File: src/rtl/pe_pkg.sv
// Shared types and default widths for the Horner/GEMM processing element.
package pe_pkg;

    // Operating mode selected by gemm_uno
    typedef enum logic [1:0] {
        GEMM = 2'b00,
        DIV  = 2'b01,
        EXP  = 2'b10,
        LOG  = 2'b11
    } pe_mode_e;

    // Unary-evaluation sequencer states
    typedef enum logic [1:0] {
        IDLE = 2'b00,
        ITER = 2'b01,
        DONE = 2'b10
    } pe_state_e;

    localparam int INT_BW_D = 5;
    localparam int FRA_BW_D = 5;
    localparam int MUL_BW_D = 16;
    localparam int ACC_BW_D = 32;
    localparam int TERMS_D  = 4;

endpackage

File: src/rtl/pe_sat_trunc.sv
// Narrows a wide fixed-point value (2*FRA_BW fraction bits) back to the
// INT_BW.FRA_BW operand format, clamping to the narrow range on overflow.
module pe_sat_trunc #(
    parameter int INT_BW = 5,
    parameter int FRA_BW = 5,
    parameter int MUL_BW = 16,
    parameter int ACC_BW = 32
) (
    input  logic signed [ACC_BW-1:0] v_i,
    output logic signed [MUL_BW-1:0] q_o,
    output logic                     clamp_o
);

    localparam int HI = INT_BW + 2*FRA_BW;
    localparam int NB = INT_BW + FRA_BW + 1;
    localparam logic signed [ACC_BW-1:0] MAXV = ACC_BW'((64'sd1 <<< HI) - 64'sd1);
    // Two's complement: ~(2^HI - 1) == -2^HI
    localparam logic signed [ACC_BW-1:0] MINV = ~MAXV;

    logic [NB-1:0] n;

    // Range check, then either clamp or drop the extra fraction bits
    always_comb begin
        clamp_o = 1'b0;
        n       = v_i[HI:FRA_BW];
        if (v_i > MAXV) begin
            n       = {1'b0, {(NB-1){1'b1}}};
            clamp_o = 1'b1;
        end else if (v_i < MINV) begin
            n       = {1'b1, {(NB-1){1'b0}}};
            clamp_o = 1'b1;
        end
    end

    assign q_o = {{(MUL_BW-NB){n[NB-1]}}, n};

endmodule

File: src/rtl/pe_horner.sv
// Processing element: GEMM multiply-accumulate in IDLE, or a TERMS-step
// Horner polynomial evaluation (div/exp/log approximations) from a
// shift-loaded coefficient bank.
module pe_horner
    import pe_pkg::*;
#(
    parameter int INT_BW = INT_BW_D,
    parameter int FRA_BW = FRA_BW_D,
    parameter int MUL_BW = MUL_BW_D,
    parameter int ACC_BW = ACC_BW_D,
    parameter int TERMS  = TERMS_D
) (
    input  logic                     clk,
    input  logic                     rst,
    input  logic [1:0]               gemm_uno,
    input  logic                     start,
    input  logic signed [ACC_BW-1:0] mac_i,
    input  logic signed [MUL_BW-1:0] var_i,
    input  logic signed [MUL_BW-1:0] x_i,
    input  logic signed [MUL_BW-1:0] wc_i,
    input  logic                     wc_vld_i,
    input  logic signed [ACC_BW-1:0] o_i,
    output logic signed [ACC_BW-1:0] mac_o,
    output logic signed [ACC_BW-1:0] o_o,
    output logic signed [MUL_BW-1:0] var_o,
    output logic signed [MUL_BW-1:0] x_o,
    output logic signed [MUL_BW-1:0] wc_o,
    output logic                     busy_o,
    output logic                     done_o,
    output logic                     sat_o
);

    localparam int KW = $clog2(TERMS);
    localparam int XW = ACC_BW - MUL_BW;

    pe_state_e                state_q;
    pe_mode_e                 mode_q;
    logic signed [MUL_BW-1:0] wreg_q, ireg_q, vreg_q;
    logic signed [MUL_BW-1:0] vhold_q, acc_q;
    logic signed [MUL_BW-1:0] coef_q [TERMS];
    logic signed [ACC_BW-1:0] oreg_q;
    logic [KW-1:0]            k_q;
    logic                     sticky_q, busy_q, done_q, sat_q;

    logic signed [MUL_BW-1:0] coef_sel, seed_sat, iter_sat;
    logic                     seed_clamp, iter_clamp;
    logic signed [ACC_BW-1:0] w_ext, i_ext, acc_ext, vh_ext, coef_ext;
    logic signed [ACC_BW-1:0] gemm_sum, p;

    // Operands widened to accumulator width so products wrap at ACC_BW
    assign w_ext    = {{XW{wreg_q[MUL_BW-1]}}, wreg_q};
    assign i_ext    = {{XW{ireg_q[MUL_BW-1]}}, ireg_q};
    assign acc_ext  = {{XW{acc_q[MUL_BW-1]}}, acc_q};
    assign vh_ext   = {{XW{vhold_q[MUL_BW-1]}}, vhold_q};
    assign coef_sel = coef_q[k_q];
    // Coefficient aligned to the 2*FRA_BW product fraction point
    assign coef_ext = {{(XW-FRA_BW){coef_sel[MUL_BW-1]}}, coef_sel, {FRA_BW{1'b0}}};

    assign gemm_sum = w_ext * i_ext + o_i;
    assign p        = acc_ext * vh_ext + coef_ext;

    pe_sat_trunc #(
        .INT_BW(INT_BW), .FRA_BW(FRA_BW), .MUL_BW(MUL_BW), .ACC_BW(ACC_BW)
    ) u_sat_seed (
        .v_i    (mac_i),
        .q_o    (seed_sat),
        .clamp_o(seed_clamp)
    );

    pe_sat_trunc #(
        .INT_BW(INT_BW), .FRA_BW(FRA_BW), .MUL_BW(MUL_BW), .ACC_BW(ACC_BW)
    ) u_sat_iter (
        .v_i    (p),
        .q_o    (iter_sat),
        .clamp_o(iter_clamp)
    );

    // Pass-through registers, coefficient bank, sequencer and result register
    always_ff @(posedge clk) begin
        if (rst) begin
            state_q  <= IDLE;
            mode_q   <= GEMM;
            wreg_q   <= '0;
            ireg_q   <= '0;
            vreg_q   <= '0;
            vhold_q  <= '0;
            acc_q    <= '0;
            oreg_q   <= '0;
            k_q      <= '0;
            sticky_q <= 1'b0;
            busy_q   <= 1'b0;
            done_q   <= 1'b0;
            sat_q    <= 1'b0;
            for (int j = 0; j < TERMS; j++) coef_q[j] <= '0;
        end else begin
            wreg_q <= wc_i;
            ireg_q <= x_i;
            vreg_q <= var_i;
            done_q <= 1'b0;

            // Bank is frozen while it is being walked
            if (wc_vld_i && state_q != ITER) begin
                for (int j = TERMS-1; j > 0; j--) coef_q[j] <= coef_q[j-1];
                coef_q[0] <= wc_i;
            end

            case (state_q)
                IDLE: begin
                    if (start && gemm_uno != GEMM) begin
                        mode_q   <= pe_mode_e'(gemm_uno);
                        acc_q    <= seed_sat;
                        vhold_q  <= var_i;
                        k_q      <= KW'(TERMS-1);
                        sticky_q <= seed_clamp;
                        busy_q   <= 1'b1;
                        state_q  <= ITER;
                    end else if (gemm_uno == GEMM) begin
                        oreg_q <= gemm_sum;
                    end
                end
                ITER: begin
                    acc_q    <= iter_sat;
                    sticky_q <= sticky_q | iter_clamp;
                    k_q      <= k_q - KW'(1);
                    if (k_q == '0) begin
                        // Full-width last step is the result; mode_q is a
                        // unary mode whenever ITER was entered
                        if (mode_q != GEMM) oreg_q <= p;
                        sat_q   <= sticky_q | iter_clamp;
                        done_q  <= 1'b1;
                        state_q <= DONE;
                    end
                end
                DONE: begin
                    busy_q  <= 1'b0;
                    sat_q   <= 1'b0;
                    state_q <= IDLE;
                end
                default: state_q <= IDLE;
            endcase
        end
    end

    assign mac_o  = oreg_q;
    assign o_o    = oreg_q;
    assign wc_o   = wreg_q;
    assign x_o    = ireg_q;
    assign var_o  = vreg_q;
    assign busy_o = busy_q;
    assign done_o = done_q;
    assign sat_o  = sat_q;

endmodule

File: config.mk
export PLATFORM = sky130hd
export DESIGN_NAME = pe_horner
export DESIGN_NICKNAME = d
export VERILOG_FILES = /design/src/rtl/pe_pkg.sv /design/src/rtl/pe_sat_trunc.sv /design/src/rtl/pe_horner.sv
export SDC_FILE = /design/constraint.sdc
export NUM_CORES = 2
export LEC_CHECK = 0
export BUFFER_PORTS_ARGS = -buffer_cell sky130_fd_sc_hd__buf_4
export CORE_ASPECT_RATIO = 1.4
export CORE_MARGIN = 2
export CORE_UTILIZATION = 57
export DETAILED_ROUTE_END_ITERATION = 16
export PLACE_DENSITY = 0.89
export REMOVE_ABC_BUFFERS = 1
export SETUP_SLACK_MARGIN = 0.05
export SYNTH_ARGS = -nofsm -noshare
export SYNTH_HDL_FRONTEND = slang
export SYNTH_SLANG_ARGS = --single-unit
File: constraint.sdc
create_clock -name clk -period 6.6 [get_ports clk]
set_input_delay 1.32 -clock clk [delete_from_list [all_inputs] [get_ports clk]]
set_output_delay 1.32 -clock clk [all_outputs]
set_load 0.02 [all_outputs]
### After elaboration in Yosys (flattened, before gate mapping)

Memories as Yosys holds them, arrays and structs flattened. A register that Yosys moved wholly into a read port is not among the register bits.
Cells that the tools add are included.

* register bits after elaboration: 122
* RAM bits: 64
* output and inout bits: 115
* word-level logic and storage cells: 92
* memories kept: 1

Memory list
* coef_q: depth 4, width 16, read ports 4, clocked after memory_dff 1, write ports 4, RTL line pe_horner.sv:40 `logic signed [MUL_BW-1:0] coef_q [TERMS];`

* $add $sub $neg: 3
* multipliers: 2
* order comparisons: 4
* equality and inequality tests: 8
* mux-type cells: 38
* bitwise operators: 6
* reductions and logical operators: 17

Operators with widths (count)
* $mux W32: 4
* $mux W16: 5
* $gt A32 B16 Y1 const B: 2
* $lt A32 B16 Y1 const B: 2
* $mul A16 B16 Y32: 2
* $pmux W32 S2: 1
* $mux W11: 4
* $add A32 B21 Y32: 1
* $add A32 B32 Y32: 1
* $pmux W16 S2: 1
* $mux W1: 13
* $mux W2: 5
* $ne A2 B2 Y1 const B: 5
* $reduce_and A2 Y1: 5
* $reduce_bool A2 Y1: 5
* $pmux W2 S2: 2
* $logic_not A2 Y1: 3
* $pmux W1 S2: 3
* $or A1 B1 Y1: 5
* $reduce_and A5 Y1: 1
* $eq A2 B1 Y1 const B: 1
* $eq A2 B2 Y1 const B: 1
* $logic_and A1 B1 Y1: 2
* $ne A2 B1 Y1 const B: 1
* 3 further kinds: 3

### Depth between registers and ports, before layout

* depth in word-level cells: 8
* mapped depth: 27
* gate-level depth less buffers: 25

### Hierarchy

Synthesis repeated with hierarchy kept, for this count alone.

* cells, all modules: 2992
* area total of the unflattened synthesis: 28761.3 sq um

By module, submodules not included
* pe_horner: times used 1, cells an instance 2934, area each 28333.4 sq um, seq. area each 4404.2 sq um
* pe_sat_trunc: times used 2, cells an instance 29, area each 214.0 sq um, seq. area each 0.0 sq um

### Least setup slack after synthesis

OpenSTA, ideal clock, no wires.

* kind: reg-to-reg
* start: reg acc_q[14]
* end: reg acc_q[0]
* setup time: 0.088 ns
* arrival time: 6.813 ns
* data required time: 6.512 ns
* setup slack: -0.301 ns
* cell stages (with the launch flop): 22
* period minus slack after synthesis: 6.901 ns
* cell sequence: dfxtp_1 clkbuf_1 nand2_1 fa_1 inv_1 fa_1 inv_1 fa_1 fa_1 fa_1 inv_1 fa_1 ha_1 clkbuf_1 a21o_1 a21o_1 a21oi_1 mux2_2 or3_4 nor4_4 o21ai_2 o32ai_2

* word-level cells in the longest chain between the ends: 6
* elaborated cells between the ends (all ways): 7
* those cells by class: add/sub: 1; mul: 1; order compare: 2; mux: 3

Ends and longest elaborated chain
* from (decl): RTL line pe_horner.sv:39 `logic signed [MUL_BW-1:0] vhold_q, acc_q;`
* from (signal assigned): RTL line pe_horner.sv:111 `acc_q <= seed_sat;`
* from (signal assigned): RTL line pe_horner.sv:122 `acc_q <= iter_sat;`
* $mul A16 B16 Y32 (*): RTL line pe_horner.sv:60 `assign p = acc_ext * vh_ext + coef_ext;`
* $add A32 B21 Y32 (*): RTL line pe_horner.sv:60
* $lt A32 B16 Y1: RTL line pe_sat_trunc.sv:29 `end else if (v_i < MINV) begin`
* $mux W11: RTL line pe_sat_trunc.sv:29
* $mux W11 (*): RTL line pe_sat_trunc.sv:26 `if (v_i > MAXV) begin`
* $pmux W16 S2 (*): RTL line pe_horner.sv:107 `case (state_q)`

Mark *: on every way between the ends. The rest lies on a longest branch, timed or not.
A chain may end at the register's enable or synchronous reset.

### Worst setup path after layout

* start: reg acc_q[8]
* end: reg acc_q[8]

Same word-level chain as after synthesis.

==> results.sh <==
export IMPL_result_of_the_run="finished with violations"
export IMPL_failing_checks="setup timing"
export IMPL_coreArea_um2=46800
export IMPL_global_route_overflow_total=0
export IMPL_start_util_pct=57.3
export IMPL_worst_path_buf_inv=7
export IMPL_cts_max_path_buffers=2
export IMPL_core_rowCount=94
export IMPL_floorplan_io_pins=233
export IMPL_postLayoutSetupSlackWorst_ps=-315
export IMPL_fin_crit_ps=6910
export IMPL_drt_initial_drc_count=1869
export IMPL_timing_critical_path_from="acc_q[8]"
export IMPL_hold_path_depth=2
export IMPL_internal_power_mw=5.19
export IMPL_floorplan_die_area_um2=48900
export IMPL_setup_viol=14
export IMPL_area_growth_pct=18.8
export IMPL_switchingPower_mw=5.01
export IMPL_grtUsageTotal_pct=33.2
export IMPL_grt_antenna_before_repair=1
export IMPL_synthFlopType="dfxtp_1"
export IMPL_detailedRoute_firstPassIterationCount=6
export IMPL_worst_slew_margin_rel_pct=2.46
export IMPL_cts_htree_levels=4
export IMPL_max_vdd_ir_drop_uv=320
export IMPL_synth_seq_cells=183
export IMPL_route_antenna_remaining_nets=0
export IMPL_critPathCapture="acc_q[8]"
export IMPL_drc_errors=0
export IMPL_rsz0062_at_grt="yes"
export IMPL_async_flop_share_pct=0
export IMPL_grt_first_pass_wirelength_um=125000
export IMPL_synth_lib_cells_used_distinct=78
export IMPL_hold_viol_final=0
export IMPL_r2r_slack_ps=-310
export IMPL_path_delay_family="adder cells"
export IMPL_wp_data_required_ps=7010
export IMPL_fill_cells=3147
export IMPL_critical_path_endpoint_type="flop"
export IMPL_min_path_type="reg -> reg"
export IMPL_average_vias_per_placed_instance=5.90
export IMPL_worstSetupPathDepth=26
export IMPL_synthCells=2802
export IMPL_p_seq_share_pct=14.6
export IMPL_power_clock_fraction_pct=11.2
export IMPL_synth_seq_area_share_pct=16.0
export IMPL_critical_path_startpoint_type="flop"
export IMPL_achievable_frequency_ghz=0.145
export IMPL_synthesized_area_per_cell_um2=9.58
export IMPL_tritoncts="yes"
export IMPL_clk_latency_ps=500
export IMPL_maxCapViolations=0
export IMPL_worst_path_max_fanout=8
export IMPL_maxSlewViolCount=0
export IMPL_placed_wire_length_estimate_after_detailed_placement_um=60400
export IMPL_floorplan_die_width_um=187
export IMPL_tns_ps=-3040
export IMPL_worstRegToRegCells=26
export IMPL_critical_path_max_stage_delay_ps=580
export IMPL_crit_reg2reg_capture="acc_q[8]"
export IMPL_clock_tree_root_driver_cell="clkbuf_16"
export IMPL_timing_critical_path_arrival_ps=7320
export IMPL_drive_gt1_share_pct=22.2
export IMPL_power_density_nw_per_um2=320
export IMPL_p_comb_share_pct=74.2
export IMPL_yosysWarnings=0
export IMPL_tritoncts_num_buffers=17
export IMPL_power_switching_fraction_pct=49.1
export IMPL_setup_worst_path_class="reg -> reg"
export IMPL_cts_sinks=183
export IMPL_cp_common_cell="fa_1"
export IMPL_post_synth_instance_area_um2=26800
export IMPL_worst_setup_hold_path_clk_slew_ps=80
export IMPL_min_period_over_period_pct=105
export IMPL_grt_max_degree=81
export IMPL_worst_slew_pin_transition_ps=1460
export IMPL_design_final_nets=3950
export IMPL_die_height_um=261
export IMPL_timing_rr_start="acc_q[8]"
export IMPL_timing_critical_path_slowest_stage_cell="fa_1"
export IMPL_pre_cts_slack_ps=-348
export IMPL_placement_io_buffers=227
export IMPL_detail_route_wirelength_um=80900
export IMPL_total_power_mw=10.2
export IMPL_cts_hold_repair_buffers=0
export IMPL_timing_clock_skew_ps=18.1
export IMPL_synth_edff_count=64
export IMPL_grt_pass1_vias=24300
export IMPL_routabilityCongestion=0.974
export IMPL_detailroute_via_count=22200
export IMPL_leakage_nw=15.3
export IMPL_wl_per_cell_um=21.5
[cells by family after synthesis]
group                      Yosys count  synth area share, %
muxes                               21                 1.53
and+or+nand+nor                    857                 16.2
xor gates and xnor gates            47                 1.53
DFF                                183                 16.0
adders and majority gates          698                 46.9
buffers and inverters              700                 10.3
AOI/OAI and AO/OA                  296                 7.51
[power groups by stage]
stage               Sequential (mW)  Combinational (mW)  Clock [mW]
floorplan                      1.57                3.93           0
global placement               1.49                6.17           0
detailed placement             1.49                6.42           0
CTS                            1.48                6.84        1.15
global route                   1.49                8.12        1.19
finish                         1.49                7.57        1.15
[Yosys cell counts, types with 16 or more instances]
cell | instances | area [um2]
inv_1 | 551 | 2070
fa_1 | 515 | 10300
nand2_1 | 324 | 1220
and2_1 | 246 | 1540
ha_1 | 183 | 2290
dfxtp_1 | 119 | 2380
clkbuf_1 | 104 | 390
nor2_1 | 96 | 360
a21oi_1 | 85 | 425
edfxtp_1 | 64 | 1920
nor2b_1 | 56 | 350
o21ai_0 | 54 | 270
buf_4 | 33 | 248
xnor2_1 | 33 | 289
and3_1 | 23 | 144
nand2b_1 | 21 | 131
nand3_1 | 21 | 105
nor3_1 | 20 | 100
mux4_2 | 16 | 360
[state kept, by name, indices dropped and copies added (netlist names), named ones only]
signal,count
var_o,16
x_o,16
k_q,2
wc_o,16
busy_o,1
state_q,2
sat_o,1
sticky_q,1
mac_o,32
coef_q,64
acc_q,11
mode_q,2
done_o,1
vhold_q,16
[how the worst min path moves through the flow]
stage,startpoint,end
after CTS,mode_q[1],mode_q[1]
final,mode_q[0],mode_q[0]
after global routing,mode_q[0],mode_q[0]
after detailed placement,mode_q[1],mode_q[1]
after global placement,mode_q[1],mode_q[1]
after floorplan,mode_q[0],mode_q[0]
[metrics by stage]
stage | utilization (%) | std cells | instance area, um2 | hold WS, ps
after CTS | 67.0 | 3757 | 31400 | 467
after detailed placement | 64.8 | 3716 | 30300 | 456
final | 68.1 | 3772 | 31900 | 464
after floorplan | - | 2655 | 26200 | 430
after global routing | 68.1 | 3771 | 31900 | 483
after global placement | 64.8 | 3716 | 30300 | 444
[metal layers]
metal / routed length, um / GRT usage, % / vias to the layer above
li1: - / - / 9306
met1: 25400 / 33.7 / 10900
met2: 41100 / 59.3 / 1430
met3: 6750 / 7.33 / 562
met4: 7670 / 26.1 / 2
met5: 13 / 0 / -
[cell type report]
cell class / count / area (um2) / share of cell area, %
Antenna cell: 1 / 2.50 / 0.00785
Clock buffer: 17 / 425 / 1.33
Clock inverter: 15 / 218 / 0.683
Inverter: 553 / 2080 / 6.51
Multi-Input combinational cell: 1919 / 20400 / 64.1
Sequential cell: 183 / 4380 / 13.7
Tap cell: 624 / 781 / 2.45
Timing Repair Buffer: 460 / 3580 / 11.2
[what timing repair did]
action	CTS	global route
setup buffers	9	14
setup endpoints to repair	17	23
gates cloned	0	0
pin swaps	23	51
gates resized for setup	86	119
[placed cells by master (no fill, tap or decap), types with 7 or more instances in the layout]
cell and instances:
mux4_2 16, nand2b_1 21, o21ai_0 50, nand2_2 12
ha_4 10, and2_1 242, a211oi_1 12, xor2_1 11
buf_6 11, nor2b_1 55, fa_2 12, a21oi_2 10
nor3_1 20, xnor2_1 31, nand2_1 310, a211oi_2 9
fa_1 503, o21ai_2 9, buf_4 441, inv_1 538
o211ai_1 9, clkbuf_16 17, dfxtp_4 11, edfxtp_1 64
dfxtp_2 29, a21oi_1 74, nor2_1 88, and3_1 23
ha_1 168, nand4_1 15, nand3_1 19, o21a_1 11
dfxtp_1 79, inv_2 14, or3_1 9, a21o_1 15
a311oi_1 14, o21ai_1 7
[worst reg2reg max path, cell delays in order (launching register included)]
cell,delay [ps]
dfxtp_4,400
buf_4,170
and2_1,210
fa_1,580
inv_1,60
fa_1,470
inv_1,50
fa_1,480
fa_1,530
fa_1,500
inv_1,50
fa_1,490
inv_1,60
ha_1,340
nand2_1,130
buf_4,170
nor3_1,220
o311ai_1,160
nand2_1,150
xor2_2,250
nand2_2,100
nor4b_4,300
nand4_1,200
nor4_4,280
o21ai_2,170
buf_6,180
o22ai_1,130
No activity file was read; power rests on OpenSTA's default activity.
